--- config.mk ---
export PLATFORM = sky130hd
export DESIGN_NAME = game_event_reporter_flat
export DESIGN_NICKNAME = d
export VERILOG_FILES = /design/src/rtl/game_io_pkg.sv /design/src/rtl/game_event_reporter_if.sv /design/src/rtl/game_event_reporter_fifo.sv /design/src/rtl/game_event_reporter.sv /design/src/flat_wrapper.sv
export SDC_FILE = /design/constraint.sdc
export NUM_CORES = 1
export LEC_CHECK = 0
export CORE_ASPECT_RATIO = 2
export CORE_MARGIN = 4
export CORE_UTILIZATION = 45
export CTS_BUF_LIST = sky130_fd_sc_hd__clkbuf_4 sky130_fd_sc_hd__clkbuf_8
export DETAILED_ROUTE_END_ITERATION = 8
export GPL_TIMING_DRIVEN = 0
export HOLD_SLACK_MARGIN = 0.02
export PLACE_DENSITY = 0.66
export REMOVE_ABC_BUFFERS = 1
export SYNTH_ARGS = -nofsm -noshare
export SYNTH_HDL_FRONTEND = slang
export SYNTH_HIERARCHICAL = 1
export SYNTH_SLANG_ARGS = --single-unit
export TNS_END_PERCENT = 100
--- constraint.sdc ---
create_clock -name clk -period 11.74 [get_ports clk]
set_input_delay 1.761 -clock clk [delete_from_list [all_inputs] [get_ports clk]]
set_output_delay 1.761 -clock clk [all_outputs]
set_load 0.05 [all_outputs]
--- src/rtl/game_io_pkg.sv ---
// Shared definitions for the game event reporter.
// Contents: the register word addresses, the bit positions in the event and
// STATUS words, the packed event word type, and a helper that builds an event word.
package game_io_pkg;

  // Register word addresses
  localparam logic [2:0] EVT  = 3'd0;
  localparam logic [2:0] STAT = 3'd1;
  localparam logic [2:0] CTRL = 3'd2;
  localparam logic [2:0] CLR  = 3'd3;
  localparam logic [2:0] FRM  = 3'd4;

  // Event word bit positions
  localparam int EV_VALID_BIT = 31;
  localparam int EV_SHOOT_BIT = 30;
  localparam int EV_WOUND_LSB = 28;
  localparam int EV_TS_LSB    = 0;

  // STATUS bit positions
  localparam int ST_EMPTY_BIT = 8;
  localparam int ST_FULL_BIT  = 9;
  localparam int ST_OVF_BIT   = 10;

  typedef struct packed {
    logic        valid;
    logic        shoot;
    logic [1:0]  wound;
    logic [11:0] rsvd;
    logic [15:0] ts;
  } event_word_t;

  function automatic event_word_t make_event(input logic shoot, input logic [1:0] wound,
                                             input logic [15:0] ts);
    event_word_t ev;
    ev.valid = 1'b1;
    ev.shoot = shoot;
    ev.wound = wound;
    ev.rsvd  = '0;
    ev.ts    = ts;
    return ev;
  endfunction

endpackage

--- src/rtl/game_event_reporter_if.sv ---
// Avalon-MM slave bus plus interrupt line of the game event reporter.
// master: CPU/bus side (drives the strobes, address and write data).
// slave : the peripheral (drives readdata and irq).
interface game_event_reporter_if;
  logic        chipselect;
  logic        read;
  logic        write;
  logic [2:0]  address;
  logic [31:0] writedata;
  logic [31:0] readdata;
  logic        irq;

  modport master (output chipselect, read, write, address, writedata,
                  input  readdata, irq);
  modport slave  (input  chipselect, read, write, address, writedata,
                  output readdata, irq);
endinterface

--- src/rtl/game_event_reporter_fifo.sv ---
// event_fifo: synchronous FIFO with a flush input.
// Ports: clk, reset (async, active high); push/din write an entry; pop releases
// the head entry; flush empties the FIFO and takes priority over push and pop.
// dout is the head entry and is only meaningful when the FIFO is not empty.
// count, count_next, full, empty report the fill level; count_next is the
// level after the current edge.
// A push into a full FIFO is accepted only when a pop happens in the same cycle.
module event_fifo #(
  parameter int WIDTH = 32,
  parameter int DEPTH = 8,
  localparam int PTR_W = $clog2(DEPTH),
  localparam int CNT_W = $clog2(DEPTH) + 1
) (
  input  logic             clk,
  input  logic             reset,
  input  logic             push,
  input  logic             pop,
  input  logic             flush,
  input  logic [WIDTH-1:0] din,
  output logic [WIDTH-1:0] dout,
  output logic [CNT_W-1:0] count,
  output logic [CNT_W-1:0] count_next,
  output logic             full,
  output logic             empty
);

  logic [WIDTH-1:0] mem [DEPTH];
  logic [PTR_W-1:0] wr_ptr_reg, rd_ptr_reg;
  logic [CNT_W-1:0] count_reg;
  logic             push_ok, pop_ok;

  assign empty   = (count_reg == '0);
  assign full    = (count_reg == CNT_W'(DEPTH));
  assign pop_ok  = pop & ~empty;
  assign push_ok = push & (~full | pop_ok);
  assign count   = count_reg;
  assign dout    = mem[rd_ptr_reg];

  always_comb begin
    count_next = count_reg;
    if (flush) begin
      count_next = '0;
    end else begin
      case ({push_ok, pop_ok})
        2'b10:   count_next = count_reg + CNT_W'(1);
        2'b01:   count_next = count_reg - CNT_W'(1);
        default: count_next = count_reg;
      endcase
    end
  end

  // Storage has no reset so it can map onto RAM.
  always_ff @(posedge clk) begin
    if (push_ok && !flush) mem[wr_ptr_reg] <= din;
  end

  // DEPTH is a power of two, so pointers wrap naturally.
  always_ff @(posedge clk or posedge reset) begin
    if (reset) begin
      wr_ptr_reg <= '0;
      rd_ptr_reg <= '0;
      count_reg  <= '0;
    end else if (flush) begin
      wr_ptr_reg <= '0;
      rd_ptr_reg <= '0;
      count_reg  <= '0;
    end else begin
      if (push_ok) wr_ptr_reg <= wr_ptr_reg + PTR_W'(1);
      if (pop_ok)  rd_ptr_reg <= rd_ptr_reg + PTR_W'(1);
      count_reg <= count_next;
    end
  end

endmodule

--- src/rtl/game_event_reporter.sv ---
// game_event_reporter: Avalon-MM read-side peripheral reporting gameplay events.
// It detects rising shoot edges and wound onsets, timestamps each one with a
// 16-bit frame counter, and queues it in an event FIFO. The CPU drains the
// FIFO through the EVENT register, either by polling or on the level irq.
// Ports: clk, reset (async, active high); bus (Avalon slave: chipselect, read,
// write, address, writedata, readdata with read latency 1, irq); shoot_in,
// wound_in and frame_start come from the display pipeline.
module game_event_reporter
  import game_io_pkg::*;
#(
  parameter int FIFO_DEPTH = 8,
  parameter int IRQ_THRESH = 1
) (
  input  logic                  clk,
  input  logic                  reset,
  game_event_reporter_if.slave  bus,
  input  logic                  shoot_in,
  input  logic [1:0]            wound_in,
  input  logic                  frame_start
);

  localparam int CNT_W = $clog2(FIFO_DEPTH) + 1;
  localparam logic [CNT_W-1:0] THRESH = CNT_W'(IRQ_THRESH);

  logic        shoot_q_reg;
  logic [1:0]  wound_q_reg;
  logic [15:0] frame_cnt_reg;
  logic        enable_reg, irq_en_reg, overflow_reg;
  logic        overflow_next;

  logic        shoot_ev, wound_ev, push_req, pop_req, clear;
  logic        rd_en, wr_en;
  event_word_t ev_word;
  logic [31:0] head_word, rd_data;
  logic [CNT_W-1:0] count, count_next;
  logic        full, empty;

  assign shoot_ev = shoot_in & ~shoot_q_reg;
  assign wound_ev = (wound_q_reg == 2'd0) & (wound_in != 2'd0);
  assign push_req = enable_reg & (shoot_ev | wound_ev);
  // The timestamp is the current count, so a coincident frame_start is not yet counted.
  assign ev_word  = make_event(shoot_ev, wound_ev ? wound_in : 2'd0, frame_cnt_reg);

  assign rd_en    = bus.chipselect & bus.read;
  assign wr_en    = bus.chipselect & bus.write;
  assign pop_req  = rd_en & (bus.address == EVT);
  assign clear    = wr_en & (bus.address == CLR);

  event_fifo #(.WIDTH(32), .DEPTH(FIFO_DEPTH)) u_fifo (
    .clk        (clk),
    .reset      (reset),
    .push       (push_req),
    .pop        (pop_req),
    .flush      (clear),
    .din        (ev_word),
    .dout       (head_word),
    .count      (count),
    .count_next (count_next),
    .full       (full),
    .empty      (empty)
  );

  // A full FIFO loses the event only when nothing is popped in the same cycle.
  // pop_req is enough here because a full FIFO is never empty.
  assign overflow_next = clear ? 1'b0 : (overflow_reg | (push_req & full & ~pop_req));

  always_comb begin
    rd_data = '0;
    case (bus.address)
      EVT:  rd_data = empty ? 32'd0 : head_word;
      STAT: begin
        rd_data[CNT_W-1:0]   = count;
        rd_data[ST_EMPTY_BIT] = empty;
        rd_data[ST_FULL_BIT]  = full;
        rd_data[ST_OVF_BIT]   = overflow_reg;
      end
      CTRL: rd_data = {30'd0, irq_en_reg, enable_reg};
      FRM:  rd_data = {16'd0, frame_cnt_reg};
      default: rd_data = '0;
    endcase
  end

  always_ff @(posedge clk or posedge reset) begin
    if (reset) begin
      shoot_q_reg   <= 1'b0;
      wound_q_reg   <= 2'd0;
      frame_cnt_reg <= '0;
      enable_reg    <= 1'b0;
      irq_en_reg    <= 1'b0;
      overflow_reg  <= 1'b0;
      bus.readdata  <= '0;
      bus.irq       <= 1'b0;
    end else begin
      // The edge registers track their inputs even while enable is low.
      shoot_q_reg  <= shoot_in;
      wound_q_reg  <= wound_in;
      if (frame_start) frame_cnt_reg <= frame_cnt_reg + 16'd1;
      if (wr_en && bus.address == CTRL) begin
        enable_reg <= bus.writedata[0];
        irq_en_reg <= bus.writedata[1];
      end
      overflow_reg <= overflow_next;
      if (rd_en) bus.readdata <= rd_data;
      bus.irq <= irq_en_reg & ((count_next >= THRESH) | overflow_next);
    end
  end

endmodule

--- src/flat_wrapper.sv ---
// flat-port wrapper written by rule: the top's interface ports become plain ports
module game_event_reporter_flat import game_io_pkg::*;
#(
  parameter int FIFO_DEPTH = 8,
  parameter int IRQ_THRESH = 1
)
  (clk, reset, shoot_in, wound_in, frame_start, bus_chipselect, bus_read, bus_write, bus_address, bus_writedata, bus_readdata, bus_irq);
  game_event_reporter_if bus_i ();
  input  logic clk;
  input  logic reset;
  input  logic shoot_in;
  input  logic [1:0] wound_in;
  input  logic frame_start;
  input wire logic [$bits(bus_i.chipselect)-1:0] bus_chipselect;
  input wire logic [$bits(bus_i.read)-1:0] bus_read;
  input wire logic [$bits(bus_i.write)-1:0] bus_write;
  input wire logic [$bits(bus_i.address)-1:0] bus_address;
  input wire logic [$bits(bus_i.writedata)-1:0] bus_writedata;
  output wire logic [$bits(bus_i.readdata)-1:0] bus_readdata;
  output wire logic [$bits(bus_i.irq)-1:0] bus_irq;
  assign bus_i.chipselect = bus_chipselect;
  assign bus_i.read = bus_read;
  assign bus_i.write = bus_write;
  assign bus_i.address = bus_address;
  assign bus_i.writedata = bus_writedata;
  assign bus_readdata = bus_i.readdata;
  assign bus_irq = bus_i.irq;
  game_event_reporter #(.FIFO_DEPTH(FIFO_DEPTH), .IRQ_THRESH(IRQ_THRESH)) u_core (.clk(clk), .reset(reset), .bus(bus_i), .shoot_in(shoot_in), .wound_in(wound_in), .frame_start(frame_start));
endmodule
==> results.py <==
metrics = {
    "route": {
        "drt-vias-per-instance": 5.21,
        "antenna_left": 0,
        "via_count": 6662,
        "drc": 0,
        "wire_per_inst_um": 20.4,
        "routed_wirelength_um": 26000,
        "drt_first_pass_iters": 6,
        "drtIter0Drc": 423,
    },
    "run_status": {
        "run_status": "finished clean",
    },
    "setup_path": {
        "start_kind": "input port",
        "path_common_cell": "a21oi_1",
        "crit_arrival_ns": 5.79,
        "cp_num_buf_inv": 2,
        "crit_path_top_delay_cell": "nor4_2",
        "critical_path.endpoint_type": "flip-flop",
        "timing.critical_path.required_ns": 12.17,
        "crit_path_max_fanout": 46,
        "crit_chain": "clkdlybuf4s50_1 > nand2_2 > buf_12 > nor4_2 > o21ai_2 > nor2_1 > ha_1 > a21oi_1 > nand2_1 > mux2i_1 > nand3_1 > or4_1 > o31ai_1 > a21oi_1",
        "worst_path_largest_cell_delay_ns": 0.69,
        "critPathKind": "input port to flip-flop",
        "timing.critical_path.max_delay_family": "simple AND/OR/NAND/NOR gates",
    },
    "finish": {
        "share_of_the_core_filled_with_cells_in_the_final_layout_pct": 54.4,
        "final_layout_size_suffix_gt1_share_pct": 22.6,
        "syn2layout_area_growth_pct": 18.9,
        "combined_area_of_the_multi_input_logic_cells_um2": 3810,
        "area.sequential_um2": 9320,
        "final_stage_net_count": 936,
        "largest_register_ff_count": 256,
        "fillers": 2309,
        "final_area_um2": 15400,
    },
    "placement": {
        "port_buffers": 46,
        "detailed_placer_s_ending_hpwl_um": 16900,
        "place_area_um2": 14500,
        "globalplace.congestion": 0.756,
    },
    "sta": {
        "finalHoldViolations": 0,
        "fmax_mhz": 187,
        "worst_clock_skew_ns": 0.0195,
        "min_period_over_period_pct": 45.6,
        "final-max-slew-violation-count": 0,
        "tightestPinTransition_ns": 1.21,
        "timing.max_slew.rel_slack_pct": 19.2,
        "final-setup-viol-count": 0,
        "period_minus_slack_ns": 5.35,
        "setup_repair_after_global_routing_missed_its_margin": "false",
        "timing.hold.ws_ns": 0.477,
    },
    "clocking": {
        "clock_sinks": 321,
        "clock_path_buffers": 3,
        "clk_transition_reported_paths_ns": 0.07,
        "cts_tree": "done",
        "cts_buffers": 43,
        "cts_setup_buffers": 0,
        "ctsRootBufferMaster": "clkbuf_8",
        "clk_latency_ns": 0.56,
        "cts_hold_buf": 0,
        "cts_repair_resize_count": 0,
        "cts_htree_levels": 2,
    },
    "floorplanning": {
        "rows": 87,
        "die_height_um": 248,
        "die_w_um": 128,
        "initial_core_util_pct": 45.7,
        "fp.coreArea_um2": 28300,
        "pin_count": 77,
        "fp.dieArea_um2": 31700,
    },
    "hold_path": {
        "timing.hold.worst.class": "flip-flop to flip-flop",
    },
    "grt": {
        "grt_overflow": 0,
        "grt_first_pass_wirelength_um": 41200,
        "gr-usage-all-layers_pct": 17.2,
        "grt_antenna_before_repair": 1,
        "grt_pass1_vias": 7150,
        "grt_start_max_net_pins": 47,
    },
    "yosys": {
        "post_synth_edffs": 256,
        "number_of_storage_elements_in_the_synthesis_netlist": 321,
        "syn_avg_cell_area_um2": 18.5,
        "yosysUniqueCellTypes": 55,
        "synth.yosys.warnings": 6,
        "syn-cell-area_um2": 12900,
        "yosys.area.top_type": "edfxtp_1",
        "netlist_top_cells_area": "edfxtp_1, dfrtp_1, mux4_2, mux4_1, mux2_2",
        "synth-main-ff-cell": "edfxtp_1",
        "synthCells": 699,
        "area_share_of_the_largest_cell_type_after_synthesis_pct": 59.4,
        "synth-async-reset-ratio_pct": 20.2,
        "synth_seq_area_share_pct": 72.0,
    },
    "pwr": {
        "worst_ir_drop_vdd_uv": 118,
        "power_leakage_nw": 5.57,
        "powerDensity_nw_per_um2": 191,
    },
    "run": {
        "max_cap_violations": 0,
    },
}
layout make-up:
cell class | count | area share [%]
diodes | 1 | 0.0163
clock buffers | 65 | 5.12
clock inverters | 15 | 0.829
inverters | 5 | 0.122
multi-input cells | 438 | 24.7
flip-flops and latches | 321 | 60.6
well taps | 356 | 2.89
repair buffers | 77 | 5.71
metal layers:
metal | track usage (%) | up-vias | wire, um
met1 | 20.3 | 3427 | 9790
met4 | 6.41 | 0 | 708
li1 | - | 3055 | -
met3 | 1.87 | 49 | 851
met5 | 0 | - | 0
met2 | 32.1 | 131 | 14700
cells in the final DEF (no fill, tap or decap), drive strengths merged, types with 2 or more instances in the layout:
master | netlist | layout
a211oi | 2 | 2
a21oi | 4 | 4
a22o | 3 | 3
a22oi | 18 | 18
a2bb2oi | 4 | 4
and2 | 3 | 3
and3 | 3 | 3
and4 | 2 | 2
buf | 23 | 31
bufinv | 0 | 2
clkbuf | 14 | 65
clkdlybuf4s50 | 0 | 46
clkinv | 0 | 10
clkinvlp | 0 | 2
conb | 2 | 104
dfrtp | 65 | 65
edfxtp | 256 | 256
ha | 5 | 5
inv | 5 | 6
mux2 | 35 | 35
mux2i | 4 | 4
mux4 | 64 | 64
nand2 | 56 | 56
nand2b | 2 | 2
nand3 | 8 | 8
nand4 | 5 | 5
nand4b | 2 | 2
nor2 | 27 | 27
nor2b | 2 | 2
nor3 | 5 | 5
nor3b | 3 | 3
nor4 | 4 | 4
o211ai | 4 | 4
o21ai | 35 | 35
o311a | 2 | 2
or3 | 2 | 2
xnor2 | 15 | 15
xor2 | 7 | 7
through the flow:
stage                     setup TNS, ns  setup slack (ns)  power [W]  cells
after global placement          -104.28             -1.98    0.00209   1166
final                                 0              6.39    0.00294   1278
after CTS                             0              5.98    0.00298   1277
after floorplan                       0              3.98    0.00190    764
after detailed placement              0              5.40    0.00210   1197
after global routing                  0              6.17    0.00308   1278
worst paths after layout:
kind                       depth (start not counted)  slack (ns)                    start                          end
max in group asynchronous                          3        9.45                    reset      u_core/bus.readdata[20]
hold reg to reg                                    2        0.48  u_core/bus.readdata[30]      u_core/bus.readdata[30]
setup reg to reg                                  11        7.98    u_core/wound_q_reg[1]               u_core/bus.irq
hold / removal                                     2        0.48  u_core/bus.readdata[30]      u_core/bus.readdata[30]
min in group asynchronous                          2        1.60                    reset  u_core/u_fifo/rd_ptr_reg[1]
setup / recovery                                  14        6.39           bus_chipselect               u_core/bus.irq
power by group:
| part | internal (W) | switching (W) | total [W] | leakage, nW |
|---|---|---|---|---|
| logic | 0.000324 | 0.000274 | 0.000598 | 1.79 |
| registers | 0.00133 | 0.000134 | 0.00147 | 3.29 |
| clock network | 0.000477 | 0.000399 | 0.000876 | 0.484 |
| total | 0.00213 | 0.000808 | 0.00294 | 5.57 |
cell usage after synthesis (3+ instances only):
| cell type | count |
|---|---|
| edfxtp_1 | 256 |
| dfrtp_1 | 65 |
| nand2_1 | 56 |
| mux4_2 | 44 |
| mux2_2 | 35 |
| nor2_1 | 27 |
| o21ai_0 | 23 |
| mux4_1 | 20 |
| a22oi_1 | 18 |
| xnor2_1 | 15 |
| clkbuf_1 | 14 |
| buf_2 | 11 |
| o21ai_1 | 10 |
| nand3_1 | 8 |
| xor2_1 | 7 |
| ha_1 | 5 |
| inv_1 | 5 |
| nand4_1 | 5 |
| nor3_1 | 5 |
| a21oi_1 | 4 |
| a2bb2oi_1 | 4 |
| buf_4 | 4 |
| mux2i_1 | 4 |
| o211ai_1 | 4 |
| a22o_1 | 3 |
| and2_1 | 3 |
| buf_6 | 3 |
| nor4_1 | 3 |
kinds of logic after synthesis:
kind of cell | Yosys count | synth area share (%)
compound gates | 74 | 3.81
xor+xnor | 22 | 1.49
fa+ha+maj | 6 | 0.638
buf+inv | 42 | 2.04
flops | 321 | 72.0
mux | 103 | 15.1
other cells | 2 | 0.0580
simple gates | 129 | 4.93
tightest hold or removal path, cell delays in order, from the launching register on:
cell	delay, ns
dfrtp_1	0.34
nand2_1	0.04
o21ai_0	0.06
Note: power is estimated with default switching activity, not from simulation.
